`src/rtl/uart_tx_arbiter_if.sv`:
```
// Byte-stream bundle between requesters, the arbiter and the UART TX.
// Ports: req_valid_i/req_data_i/req_ready_o per requester; tx_valid_o/tx_data_o/tx_ready_i to the UART.
interface uart_tx_arbiter_if #(
    parameter int NUM_REQ = 4
);
    logic [NUM_REQ-1:0]   req_valid_i;
    logic [NUM_REQ*8-1:0] req_data_i;
    logic [NUM_REQ-1:0]   req_ready_o;
    logic                 tx_valid_o;
    logic [7:0]           tx_data_o;
    logic                 tx_ready_i;

    modport slave (
        input  req_valid_i, req_data_i, tx_ready_i,
        output req_ready_o, tx_valid_o, tx_data_o
    );

    modport master (
        output req_valid_i, req_data_i, tx_ready_i,
        input  req_ready_o, tx_valid_o, tx_data_o
    );
endinterface

```
`src/rtl/uart_tx_arbiter.sv`:
```
// Line-granular round-robin arbiter sharing one UART TX among NUM_REQ byte streams.
// Ports: clk_i, rst_i (sync, active-high), bus (slave), owner_o, busy_o, timeout_o.
module uart_tx_arbiter #(
    parameter int          NUM_REQ  = 4,
    parameter int          TIMEOUT  = 1024,
    parameter logic [7:0]  EOL_CHAR = 8'h0A
) (
    input  logic                       clk_i,
    input  logic                       rst_i,
    uart_tx_arbiter_if.slave           bus,
    output logic [$clog2(NUM_REQ)-1:0] owner_o,
    output logic                       busy_o,
    output logic                       timeout_o
);
    localparam int OW = $clog2(NUM_REQ);
    localparam int CW = $clog2(TIMEOUT + 1);
    localparam logic [CW-1:0] CNT_LAST = CW'(TIMEOUT - 1);

    typedef enum logic {
        S_IDLE,
        S_LOCKED
    } state_t;

    state_t        r_state;
    logic [OW-1:0] r_owner;
    logic [OW-1:0] r_last;
    logic [CW-1:0] r_cnt;
    logic          r_tx_valid;
    logic [7:0]    r_tx_data;
    logic          r_timeout;

    logic          w_accept;
    logic          w_xfer;
    logic [7:0]    w_byte;
    logic          w_eol;
    logic [OW-1:0] w_grant;

    // Owner may push whenever the output register is empty or draining.
    assign w_accept = (r_state == S_LOCKED) && (!r_tx_valid || bus.tx_ready_i);
    assign w_xfer   = w_accept && bus.req_valid_i[r_owner];
    assign w_byte   = bus.req_data_i[{r_owner, 3'b000} +: 8];
    assign w_eol    = w_xfer && (w_byte == EOL_CHAR);

    always_comb begin
        bus.req_ready_o = '0;
        if (w_accept) begin
            bus.req_ready_o[r_owner] = 1'b1;
        end
    end

    // Scan downward so the lowest offset from last owner wins.
    always_comb begin
        w_grant = r_owner;
        for (int i = NUM_REQ; i >= 1; i--) begin
            if (bus.req_valid_i[OW'((int'(r_last) + i) % NUM_REQ)]) begin
                w_grant = OW'((int'(r_last) + i) % NUM_REQ);
            end
        end
    end

    always_ff @(posedge clk_i) begin
        if (rst_i) begin
            r_state    <= S_IDLE;
            r_owner    <= '0;
            r_last     <= OW'(NUM_REQ - 1);
            r_cnt      <= '0;
            r_tx_valid <= 1'b0;
            r_tx_data  <= 8'h00;
            r_timeout  <= 1'b0;
        end else begin
            r_timeout <= 1'b0;

            // Output register drains in either state.
            if (w_xfer) begin
                r_tx_valid <= 1'b1;
                r_tx_data  <= w_byte;
            end else if (bus.tx_ready_i) begin
                r_tx_valid <= 1'b0;
            end

            unique case (r_state)
                S_IDLE: begin
                    if (|bus.req_valid_i) begin
                        r_owner <= w_grant;
                        r_state <= S_LOCKED;
                        r_cnt   <= '0;
                    end
                end
                S_LOCKED: begin
                    // EOL takes priority over a coincident timeout.
                    if (w_xfer) begin
                        r_cnt <= '0;
                        if (w_eol) begin
                            r_state <= S_IDLE;
                            r_last  <= r_owner;
                        end
                    end else if (r_cnt == CNT_LAST) begin
                        r_state   <= S_IDLE;
                        r_last    <= r_owner;
                        r_timeout <= 1'b1;
                    end else begin
                        r_cnt <= r_cnt + 1'b1;
                    end
                end
                default: r_state <= S_IDLE;
            endcase
        end
    end

    assign bus.tx_valid_o = r_tx_valid;
    assign bus.tx_data_o  = r_tx_data;
    assign owner_o        = r_owner;
    assign busy_o         = (r_state == S_LOCKED);
    assign timeout_o      = r_timeout;
endmodule

```
`src/flat_wrapper.sv`:
```
// flat-port wrapper written by rule: the top's interface ports become plain ports
module uart_tx_arbiter_flat 
#(
    parameter int          NUM_REQ  = 4,
    parameter int          TIMEOUT  = 1024,
    parameter logic [7:0]  EOL_CHAR = 8'h0A
)
  (clk_i, rst_i, owner_o, busy_o, timeout_o, bus_req_valid_i, bus_req_data_i, bus_tx_ready_i, bus_req_ready_o, bus_tx_valid_o, bus_tx_data_o);
  uart_tx_arbiter_if #(.NUM_REQ(NUM_REQ)) bus_i ();
  input  logic clk_i;
  input  logic rst_i;
  output logic [$clog2(NUM_REQ)-1:0] owner_o;
  output logic busy_o;
  output logic timeout_o;
  input wire logic [$bits(bus_i.req_valid_i)-1:0] bus_req_valid_i;
  input wire logic [$bits(bus_i.req_data_i)-1:0] bus_req_data_i;
  input wire logic [$bits(bus_i.tx_ready_i)-1:0] bus_tx_ready_i;
  output wire logic [$bits(bus_i.req_ready_o)-1:0] bus_req_ready_o;
  output wire logic [$bits(bus_i.tx_valid_o)-1:0] bus_tx_valid_o;
  output wire logic [$bits(bus_i.tx_data_o)-1:0] bus_tx_data_o;
  assign bus_i.req_valid_i = bus_req_valid_i;
  assign bus_i.req_data_i = bus_req_data_i;
  assign bus_i.tx_ready_i = bus_tx_ready_i;
  assign bus_req_ready_o = bus_i.req_ready_o;
  assign bus_tx_valid_o = bus_i.tx_valid_o;
  assign bus_tx_data_o = bus_i.tx_data_o;
  uart_tx_arbiter #(.NUM_REQ(NUM_REQ), .TIMEOUT(TIMEOUT), .EOL_CHAR(EOL_CHAR)) u_core (.clk_i(clk_i), .rst_i(rst_i), .bus(bus_i), .owner_o(owner_o), .busy_o(busy_o), .timeout_o(timeout_o));
endmodule
```
`config.mk`:
```
export PLATFORM = sky130hd
export DESIGN_NAME = uart_tx_arbiter_flat
export DESIGN_NICKNAME = d
export VERILOG_FILES = /design/src/rtl/uart_tx_arbiter_if.sv /design/src/rtl/uart_tx_arbiter.sv /design/src/flat_wrapper.sv
export SDC_FILE = /design/constraint.sdc
export NUM_CORES = 1
export LEC_CHECK = 0
export BUFFER_PORTS_ARGS = -buffer_cell sky130_fd_sc_hd__buf_4
export CORE_UTILIZATION = 49
export CTS_CLUSTER_DIAMETER = 30
export DETAILED_ROUTE_END_ITERATION = 10
export GPL_TIMING_DRIVEN = 0
export PLACE_DENSITY = 0.8
export SKIP_LAST_GASP = 1
export SLEW_MARGIN = 20
export SYNTH_ARGS = -nofsm -noshare
export SYNTH_HDL_FRONTEND = slang
export SYNTH_SLANG_ARGS = --single-unit
```
`constraint.sdc`:
```
create_clock -name clk_i -period 3.05 [get_ports clk_i]
set_clock_uncertainty 0.1 [all_clocks]
set_input_delay 0.1525 -clock clk_i [delete_from_list [all_inputs] [get_ports clk_i]]
set_output_delay 0.1525 -clock clk_i [all_outputs]
set_load 0.02 [all_outputs]
```
======== Yosys cells after proc, flatten, opt, wreduce, memory -nomap -nowiden ========
Cells that the tools add are included.
cells by class
  equality and inequality tests ........... 5
  add/subtract/negate cells ............... 5
  bitwise operators ....................... 1
  reductions and logical operators ........ 14
  mux-type cells .......................... 36
  $lt $le $gt $ge ......................... 6
  div/mod/pow operators ................... 0
  multipliers ............................. 0
  shift-type cells ........................ 1
operator list
  operator               count
  $mux 11                3
  $shiftx 32x6->8        1
  $pmux 11 s2            1
  $mux 1                 17
  $lt 2x4->1 const B     4
  $mux 2                 7
  $add 11x1->11 const B  1
  $eq 11x10->1 const B   1
  $bmux 1 s2             5
  $eq 8x4->1 const B     1
  $reduce_and 3->1       2
  $add 2x1->2 const B    2
  $add 2x2->2 const B    2
  $logic_and 1x1->1      4
  $mux 4                 1
  $reduce_bool 2->1      2
  $reduce_bool 4->1      1
  $reduce_or 4->1        1
  $lt 2x3->1 const B     1
  $ne 3x3->1 const B     1
  $reduce_or 3->1        1
  $demux 1 s2            1
  $ge 2x1->1 const B     1
  $ne 2x1->1 const B     1
  other kinds (6)        6
storage, ports and cells
  output and inout bits ................... 17
  bits in latches ......................... 0
  bits of input ports ..................... 39
  register bits ........................... 26
  memory bits (read-only) ................. 0
  word-level logic and storage cells ...... 75
  RAM bits ................................ 0
  memories ................................ 0

======== Longest topological paths before layout ========
Gate-level depths: netlist of the first run.
  word-level depth ........................ 8
  gate-level depth with buffers ........... 6
  depth with buffers taken out ............ 6

======== Least setup slack after synthesis of the first run ========
OpenSTA, ideal clock, no wires.
  path kind ............................... reg2reg
  from .................................... register u_core.r_owner[0] (netlist: u_core.owner_o[0])
  to ...................................... register u_core.r_last[0]
  data arrival time ....................... 2.146 ns
  setup time .............................. 0.120 ns
  path slack .............................. 0.684 ns
  cell stages (with the launch flop) ...... 7
  cell sequence ........................... dfxtp_1 buf_6 mux4_1 nor4b_2 nand3b_1 and2_4 a211o_1
between the ends
  word-level cells in the longest chain between the ends .. 6
ends and longest elaborated chain
  what                                                                     RTL line               source
  from (decl)                                                              uart_tx_arbiter.sv:25  logic [OW-1:0] r_owner;
  from (signal assigned)                                                   uart_tx_arbiter.sv:84  r_owner <= w_grant;
  parallel branches: the longest is 6 deep, another holds $shiftx 32x6->8  --
  to (signal assigned)                                                     uart_tx_arbiter.sv:65  r_last <= OW'(NUM_REQ - 1);
  to (signal assigned)                                                     uart_tx_arbiter.sv:95  r_last <= r_owner;
  to (signal assigned)                                                     uart_tx_arbiter.sv:99  r_last <= r_owner;
  to (decl)                                                                uart_tx_arbiter.sv:26  logic [OW-1:0] r_last;
Parallel ways; which one is timed is not known. The select of a mux whose other input is x is not followed.
A chain may end at the register's enable or synchronous reset.

======== Worst setup path after layout of the first run ========
Same ends and word-level chain as after synthesis.

==> metrics.md, run 1 <==
| Metric | Value |
|---|---|
| P&R area growth vs syn | `32.0%` |
| Rows | `19` |
| Vias in the first global route | `1461` |
| RD Place Congestion | `a little under 0.9` |
| First-iteration detailed-routing DRC count | `between 60 and 70` |
| Status | `finished, violations left` |
| Avg Cell Area, Syn | `between 9 and 10 um^2` |
| Slew HR | `about half` |
| PD cells | `365 nW/um^2` |
| Htree depth | `1` |
| Final hold violation count | `0` |
| Die Y | `approximately 57 um` |
| Yosys warns | `0` |
| Fraction of layout cells with a size suffix above 1 | `approximately a third` |
| WL/cell | `16.0 um` |
| Drt drc | `3` |
| Clock buffer depth | `2` |
| Setup TNS | `0 ps` |
| P_leak | `0.000830 uW` |
| Yosys cell types | `39` |
| Maximum clock rate | `slightly below 400 MHz` |
| IO Port Bufs | `54` |
| MaxCap Viol Count | `0` |
| FFs w/ async S/R, synth | `0%` |
| Post_cts resized | `0` |
| Failing checks | `design-rule violations` |
| Largest net degree at the start of global routing | `15` |
| Reg2Reg Launch Point | `u_core.owner_o[0]` |
| Most frequent cells in the layout | `buf_4, dfxtp_1, nor2_1` |
| Die area | `roughly 3300 um^2` |
| TritonCTS Buffers | `3` |
| Tightest Hold Check Type | `input pin to flip-flop` |
| CTS clk-pin slew, worst paths | `approximately 140 ps` |
| Hold Startpoint | `rst_i` |
| Measured slew at the worst slew-check pin | `roughly 730 ps` |
| Cts hold-fix bufs | `0` |
| Via count | `around 1600` |
| Setup Crit Path Kind | `flip-flop to flip-flop` |
| GRT overflow | `0` |
| Crit path from | `u_core.owner_o[0]` |
| Peak VDD IR | `between 0.0002 and 0.00025 V` |
| Dpl cells | `about 250` |
| Root buffer cell | `clkbuf_4` |
| Ant. Diodes | `0` |
| Post-DRT Antenna Nets | `0` |
| Synth Instances | `161` |
| Vias per inst | `just over 6` |
| Fin crit share | `82.8%` |
| Endpoint class of the critical path | `flip-flop` |
| Critical-path maximum fanout | `10` |
| Sequential share of the synthesized area | `a little over a third` |
| Post-CTS setup repair buffer count | `0` |
| Layout Nets | `between 200 and 300` |
| Critical path arrival | `between 2000 and 3000 ps` |
| Dominant synthesized flop cell | `dfxtp_1` |
| Final wirelength | `around 4000 um` |
| Share of the synthesized area in the top cell type | `a little over a third` |
| Total track usage | `around 26%` |
| Number of flops mapped to enable cells by yosys | `0` |
| Clk_lat worst skew | `320 ps` |
| Largest cells by area after synthesis | `dfxtp_1, mux4_1, nor2_1, mux2i_1, nor3_1` |
| Top-Level Pins | `56` |
| Yosys reg bits | `26` |
| Multi-input gate area | `a little over 900 um^2` |
| Final min period | `~2500 ps` |
| Clk sink count | `26` |
| CTS tree | `built` |
| Initial Utilization | `roughly 53%` |
| Cell area after layout | `slightly below 2000 um^2` |
| Register area | `520 um^2` |
| Fin cells | `between 200 and 300` |
| Fin. max-slew vios | `0` |
| RSZ-0062 raised after global routing | `false` |
| Number of fill cells in the layout | `232` |
| Global-route wire length before repair | `between 6000 and 7000 um` |
| Synth area leader | `dfxtp_1` |
| Setup violators final | `0` |
| Syn Nets | `roughly 200` |
| CP startpoint kind | `flip-flop` |
| Critical Path RT | `about 3200 ps` |
| Placed cell area | `a little under 2000 um^2` |
| Most common cell after layout, fill and taps aside | `buf_4` |
| Post-detail-place hpwl | `between 3000 and 4000 um` |
| Mapped Area | `1500 um^2` |
| Initial antenna violation count | `0` |
| Pre-antenna DRT Iters | `8` |
| Core Area | `roughly 2800 um^2` |
| Die width | `roughly 57 um` |
==> worst paths after layout <==
check                      to  slack (ps)  cells after the start
min           u_core.r_cnt[7]         120                      2
min reg2reg   u_core.r_cnt[9]         410                      1
max reg2reg  u_core.r_last[0]         520                      6
max          u_core.r_last[0]         520                      6
==> metrics by stage <==
stage                     worst slack, ps  utilization (%)  power [uW]  hold slack [ps]
after floorplan                       684                -         476              327
after global placement                520             68.7         550              375
final                                 525             70.0         724              123
after global routing                  391             70.0         759              105
after CTS                             512             70.0         731              116
after detailed placement              544             68.7         556              391
==> state kept, by name, summed over array words and instances (netlist names) <==
name and count:
u_core.owner_o 2, u_core.timeout_o 1, u_core.r_last 2, u_core.bus.tx_data_o 8, u_core.bus.tx_valid_o 1, u_core.r_cnt 11
u_core.busy_o 1
==> power breakdown <==
group	leakage, uW	switching (uW)	total [uW]	internal [uW]
Clock	0.0000210	102	175	73.0
Sequential	0.000211	10.2	363	353
Combinational	0.000597	88.6	186	97.6
Total	0.000830	200	724	523
==> synth_stat cells, drive strengths merged (2+ instances only) <==
cell type / instances
dfxtp: 26
nor2: 23
nand2: 11
nor3: 11
a21oi: 10
nand3: 10
mux4: 9
mux2i: 8
o21ai: 8
a311oi: 4
clkbuf: 4
a31oi: 3
buf: 3
inv: 3
nand2b: 3
nand3b: 3
a31o: 2
and2: 2
nor2b: 2
nor4: 2
nor4b: 2
or3: 2
==> logic make-up (layout without fill, tap and decap cells) <==
| logic type | Yosys count | count (layout) | share of synthesized area (%) |
|---|---|---|---|
| AND/OR/NAND/NOR | 75 | 75 | 27.0 |
| multiplexers | 17 | 17 | 20.9 |
| flip-flops | 26 | 26 | 34.7 |
| adder cells (fa/ha/maj) | 1 | 1 | 0.834 |
| buffers and inverters | 10 | 68 | 3.17 |
| AO/OA/AOI/OAI | 32 | 32 | 13.4 |
==> final cells by class <==
class                           instances  area share (%)
Buffer                                  7            1.83
Clock buffer                            4            1.83
Inverter                                3           0.569
Multi-Input combinational cell        125            47.1
Sequential cell                        26            26.3
Tap cell                               31            1.96
Timing Repair Buffer                   54            20.5
==> per-layer routing <==
layer	up-vias	routed length, um	GRT usage, %
met5	-	0	0
met4	0	68	4.88
met3	8	231	4.76
met2	72	2150	48.9
met1	749	1540	30.6
li1	730	-	-
==> worst max-delay path: stages, from the launching register on <==
cell,delay (ps)
dfxtp_1,500
buf_6,210
mux4_1,620
nor4b_2,310
nand3b_1,200
and2_4,210
a211o_1,270
Note: power is estimated with default switching activity, not from simulation.
==> inputs of run 2 (changes only) <==
==> constraint.sdc (replaced) <==
create_clock -name clk_i -period 2.45 [get_ports clk_i]
set_clock_uncertainty 0.1 [all_clocks]
set_input_delay 0.1225 -clock clk_i [delete_from_list [all_inputs] [get_ports clk_i]]
set_output_delay 0.1225 -clock clk_i [all_outputs]
set_load 0.02 [all_outputs]
==> metrics.md, run 2 (synthesis results as in run 1) <==
| Metric | Value |
|---|---|
| Slowest Stage Delay on Critical Path | `610 ps (about the same)` |
| Most common cell after layout, fill and taps aside | `buf_4` |
| RD Place Congestion | `0.866 (unchanged)` |
| Number of fill cells in the layout | `230 (-0.86%)` |
| IO Port Bufs | `54 (unchanged)` |
| Top Metal Used | `met4` |
| Met3 wire length | `184 um (-20%)` |
| Top reg by flops | `u_core.r_cnt` |
| Cell chain of the critical path | `buf_6 -> mux4_1 -> nor4b_2 -> nand3b_1 -> and2_4 -> a211o_1` |
| Cell area after layout | `1980 um^2 (-0.13%)` |
| Fin crit share | `95.4% (+13 points)` |
| Pre-antenna DRT Iters | `7 (-1)` |
| Critical path arrival | `2470 ps (-180 ps)` |
| Clock Power Share | `24.2% (about the same)` |
| Crit path from | `u_core.owner_o[0]` |
| Post-CTS setup repair buffer count | `0 (unchanged)` |
| Met2 Wirelength | `2140 um (-0.47%)` |
| Critical-path maximum fanout | `10 (unchanged)` |
| Slowest-stage cell, CP | `mux4_1` |
| Final hold violation count | `0 (unchanged)` |
| Register area | `524 um^2 (+0.72%)` |
| Clk sink count | `26 (unchanged)` |
| Peak VDD IR | `0.000312 V (+26%)` |
| Fin. max-slew vios | `0 (unchanged)` |
| P_leak | `0.000827 uW (-0.35%)` |
| Global-route wire length before repair | `6510 um (unchanged)` |
| Clock buffer depth | `2 (unchanged)` |
| Cts hold-fix bufs | `0 (unchanged)` |
| Flop pwr share | `49.9% (-0.2 points)` |
| Initial antenna violation count | `0 (unchanged)` |
| Total track usage | `25.9% (unchanged)` |
| First-iteration detailed-routing DRC count | `90 (+41%)` |
| RSZ-0062 raised after global routing | `false` |
| Psw | `253 uW (+26%)` |
| Vias in the first global route | `1461 (unchanged)` |
| CTS tree | `built` |
| Vias per inst | `6.16 (-1.2%)` |
| Clk_lat worst skew | `320 ps (about the same)` |
| Status | `finished, violations left` |
| CP startpoint kind | `flip-flop` |
| Multi-input gate area | `925 um^2 (-0.81%)` |
| MaxCap Viol Count | `0 (unchanged)` |
| TritonCTS Buffers | `3 (unchanged)` |
| Sw Ratio | `27.9% (+0.26 points)` |
| Post-detail-place hpwl | `3030 um (unchanged)` |
| Maximum clock rate | `428 MHz (+8.0%)` |
| Final wirelength | `4040 um (+1.3%)` |
| P&R area growth vs syn | `31.9%` |
| Via count | `1541 (-1.2%)` |
| Final min period | `2340 ps (-187 ps)` |
| Logic gate share of total power | `25.9% (+0.2 points)` |
| Die Y | `57.3 um (unchanged)` |
| Hold Startpoint | `bus_req_valid_i[2]` |
| Slew HR | `51.8% (+0.93 points)` |
| Layout Nets | `260 (unchanged)` |
| Placed cell area | `1940 um^2 (unchanged)` |
| Root buffer cell | `clkbuf_4` |
| Post-DRT Antenna Nets | `0 (unchanged)` |
| Max reg flops | `11 (unchanged)` |
| GRT overflow | `0 (unchanged)` |
| Measured slew at the worst slew-check pin | `718 ps (-13.9 ps)` |
| Top Family by Delay on Critical Path | `simple AND/OR/NAND/NOR gates` |
| Critical Path RT | `2580 ps (-600 ps)` |
| Met1 WL | `1630 um (+6.0%)` |
| Core Area | `2830 um^2 (unchanged)` |
| PD cells | `458 nW/um^2 (+25%)` |
| Htree depth | `1 (unchanged)` |
| Rows | `19 (unchanged)` |
| Top-Level Pins | `56 (unchanged)` |
| Failing checks | `design-rule violations` |
| Setup violators final | `0 (unchanged)` |
| Reg2Reg Launch Point | `u_core.owner_o[0]` |
| WL/cell | `16.2 um (+1.3%)` |
| Tightest Hold Check Type | `input pin to flip-flop` |
| Initial Utilization | `53.0% (unchanged)` |
| Fin util | `69.9% (-0.089 points)` |
| Largest net degree at the start of global routing | `15 (unchanged)` |
| Die area | `3290 um^2 (unchanged)` |
| WP buf/inv | `1 (unchanged)` |
| Drt drc | `6 (+3)` |
| Most frequent cells in the layout | `buf_4, dfxtp_1, nor2_1` |
| Die width | `57.3 um (unchanged)` |
| Endpoint class of the critical path | `flip-flop` |
| CTS clk-pin slew, worst paths | `140 ps (about the same)` |
| Int Power | `652 uW (+25%)` |
| Ant. Diodes | `0 (unchanged)` |
| Setup Crit Path Kind | `flip-flop to flip-flop` |
| Fraction of layout cells with a size suffix above 1 | `33.3% (+1.8 points)` |
## run 2: worst paths after layout
| path | depth (start not counted) | end | slack, ps |
|---|---|---|---|
| setup reg to reg | 6 | u_core.r_last[0] | 110 |
| setup / recovery | 6 | u_core.r_last[0] | 110 |
| hold / removal | 4 | u_core.owner_o[0] | 90 |
| hold reg to reg | 1 | u_core.r_cnt[9] | 410 |
## run 2: power groups by stage
| stage | clock, uW | sequential [uW] | combinational (uW) |
|---|---|---|---|
| finish | 219 | 452 | 234 |
| detailed placement | 0 | 461 | 231 |
| CTS | 226 | 452 | 233 |
| global placement | 0 | 461 | 224 |
| floorplan | 0 | 477 | 116 |
| global route | 242 | 454 | 252 |
## run 2: metal layers
layer / vias up / global-route usage, %
met5: - / 0
met4: 0 / 4.88
met3: 12 / 4.76
met2: 48 / 48.9
met1: 753 / 30.6
li1: 728 / -
## run 2: timing repair
action / CTS / global route
pin swaps: 0 / 2
resized for setup: 2 / 3
setup endpoints to repair: 2 / 2
## run 2: per-stage QoR
| step | setup slack, ps | hold slack, ps | instances | TNS [ps] | power [uW] |
|---|---|---|---|---|---|
| after floorplan | 84.2 | 297 | 161 | 0 | 593 |
| after global placement | -79.6 | 375 | 246 | -79.6 | 684 |
| after detailed placement | -55.9 | 391 | 246 | -55.9 | 692 |
| after CTS | 11.9 | 85.7 | 250 | 0 | 911 |
| after global routing | 0.780 | 66.1 | 250 | 0 | 947 |
| final | 112 | 95.0 | 250 | 0 | 905 |
## run 2: worst register-to-register path, stage by stage, from the launching register on
cell and delay (ps):
dfxtp_4 420, buf_6 170, mux4_1 620, nor4b_2 280
nand3b_1 180, and2_4 210, a211o_1 270
## run 2: final cells by class
class,instances,share of cell area [%]
inverter,3,0.569
timing repair buffer,54,20.5
buffer,7,1.90
sequential,26,26.5
clock buffer,4,1.83
multi-input combinational,125,46.7
tap,31,1.96
==> inputs of run 3 (changes only) <==
--- a/config.mk
+++ b/config.mk
@@ -11,8 +11,10 @@
 export DETAILED_ROUTE_END_ITERATION = 10
 export GPL_TIMING_DRIVEN = 0
 export PLACE_DENSITY = 0.8
+export REMOVE_ABC_BUFFERS = 1
 export SKIP_LAST_GASP = 1
 export SLEW_MARGIN = 20
 export SYNTH_ARGS = -nofsm -noshare
 export SYNTH_HDL_FRONTEND = slang
 export SYNTH_SLANG_ARGS = --single-unit
+export TNS_END_PERCENT = 5
==> metrics.md, run 3 (synthesis results as in run 1) <==
| Metric | Value |
|---|---|
| Die width | `57.3 um (unchanged)` |
| Max reg flops | `11 (unchanged)` |
| Vias in the first global route | `1482 (+1.4%)` |
| Critical Path RT | `2580 ps (about the same)` |
| Htree depth | `1 (unchanged)` |
| Rows | `19 (unchanged)` |
| RD Place Congestion | `0.874 (+0.99%)` |
| Hold slack | `41.3 ps (-53.7 ps)` |
| Critical path arrival | `2410 ps (-60 ps)` |
| TritonCTS Buffers | `3 (unchanged)` |
| Hold Path Stages | `2 (-2)` |
| Final hold violation count | `0 (unchanged)` |
| Clk_lat worst skew | `320 ps (about the same)` |
| Fin cells | `244 (-2.4%)` |
| Pre-antenna DRT Iters | `7 (unchanged)` |
| Post-DRT Antenna Nets | `0 (unchanged)` |
| Global-route wire length before repair | `6220 um (-4.6%)` |
| Critical-path maximum fanout | `14 (+4)` |
| Top reg by flops | `u_core.r_cnt` |
| Setup Crit Path Kind | `flip-flop to flip-flop` |
| Reg2Reg Depth | `5 (-1)` |
| MaxCap Viol Count | `0 (unchanged)` |
| First-iteration detailed-routing DRC count | `67 (-26%)` |
| Root buffer cell | `clkbuf_4` |
| Vias per inst | `5.98 (-3.1%)` |
| Fin crit share | `93.2% (-2.2 points)` |
| Final wirelength | `3560 um (-12%)` |
| CTS clk-pin slew, worst paths | `140 ps (about the same)` |
| PD cells | `455 nW/um^2 (-0.64%)` |
| P&R area growth vs syn | `30.7%` |
| R2R setup slack | `170 ps (+50 ps)` |
| Slew HR | `49.5% (-2.3 points)` |
| Maximum clock rate | `438 MHz (+2.4%)` |
| Top-Level Pins | `56 (unchanged)` |
| Placed cell area | `1920 um^2 (-1.5%)` |
| Initial Utilization | `53.0% (unchanged)` |
| CTS tree | `built` |
| Setup violators final | `0 (unchanged)` |
| Fraction of layout cells with a size suffix above 1 | `32.4% (-0.94 points)` |
| Die area | `3290 um^2 (unchanged)` |
| Clock buffer depth | `2 (unchanged)` |
| Peak VDD IR | `0.000286 V (-8.3%)` |
| Final min period | `2280 ps (-54.2 ps)` |
| Endpoint class of the critical path | `flip-flop` |
| P_leak | `0.000820 uW (-0.83%)` |
| Drt drc | `2 (-4)` |
| Status | `finished, violations left` |
| Dpl cells | `240 (-2.4%)` |
| Total track usage | `24.0% (-1.9 points)` |
| Most common cell after layout, fill and taps aside | `buf_4` |
| Ant. Diodes | `0 (unchanged)` |
| Post-detail-place hpwl | `2810 um (-7.5%)` |
| RSZ-0062 raised after global routing | `false` |
| Failing checks | `design-rule violations` |
| Fin. max-slew vios | `0 (unchanged)` |
| Measured slew at the worst slew-check pin | `752 ps (+34.2 ps)` |
| Clk sink count | `26 (unchanged)` |
| Largest net degree at the start of global routing | `27 (+12)` |
| Tightest Hold Check Type | `input pin to flip-flop` |
| Initial antenna violation count | `0 (unchanged)` |
| Setup TNS | `0 ps (unchanged)` |
| IO Port Bufs | `55 (+1.9%)` |
| Die Y | `57.3 um (unchanged)` |
| Most frequent cells in the layout | `buf_4, dfxtp_1, nor2_1` |
| GRT overflow | `0 (unchanged)` |
| CP startpoint kind | `flip-flop` |
| Core Area | `2830 um^2 (unchanged)` |
| WL/cell | `14.6 um (-9.9%)` |
| Cell area after layout | `1960 um^2 (-0.89%)` |
| Via count | `1458 (-5.4%)` |
| Layout Nets | `254 (-2.3%)` |
run 3: changes by cell type in the layout (fill, tap and decap cells not counted):
cell | previous run | this run
clkbuf_1 | 3 | 0
buf_2 | 2 | 0
mux4_1 | 6 | 8
mux4_2 | 3 | 1
buf_4 | 54 | 55
buf_6 | 1 | 0
clkbuf_2 | 1 | 0
nand3_1 | 10 | 9
nand3_2 | 0 | 1
run 3: path summary, 6_finish.rpt:
| kind | from | end |
|---|---|---|
| worst max-delay path | u_core.owner_o[0] | u_core.r_last[0] |
| worst min-delay path | rst_i | u_core.bus.tx_data_o[0] |
| worst max register to register | u_core.owner_o[0] | u_core.r_last[0] |
| worst min register to register | u_core.r_cnt[9] | u_core.r_cnt[9] |
run 3: critical path, stage by stage (launching register included):
cell and delay, ps:
dfxtp_4 480, mux4_1 630, nor4b_2 320, nand3b_1 170, and2_4 200, a211o_1 290
run 3: layout make-up:
cell class              count  area (um^2)
flip-flops and latches     26          524
well taps                  31         38.8
clock buffers               4         36.3
inverters                   3         11.3
fillers                   235          868
multi-input cells         125          937
repair buffers             55          413
run 3: report_power, final:
group,internal (uW),switching (uW),leakage [uW]
Clock,90.8,127,0.0000210
Sequential,439,19.2,0.000212
Combinational,117,98.5,0.000587
Total,647,244,0.000820
run 3: repair_timing:
item,CTS,global route
hold buffers,0,0
pin swaps,0,0
buffers inserted,0,0
endpoints found under the setup margin,6,4
resized for setup,1,2
run 3: stage by stage:
step	util [%]	total power, uW	setup slack, ps
after floorplan	-	582	4.95
after global placement	67.7	676	-109
after detailed placement	67.7	683	-155
after CTS	69.0	894	24.9
after global routing	69.3	939	8.79
final	69.3	892	166
run 3: metal layers:
metal / share of wire [%] / up-vias / GRT usage, %
met5: 0 / - / 0
met4: 1.2 / 0 / 5.23
met3: 5.9 / 6 / 6.35
met2: 51 / 54 / 44.0
met1: 41 / 683 / 27.9
li1: - / 715 / -
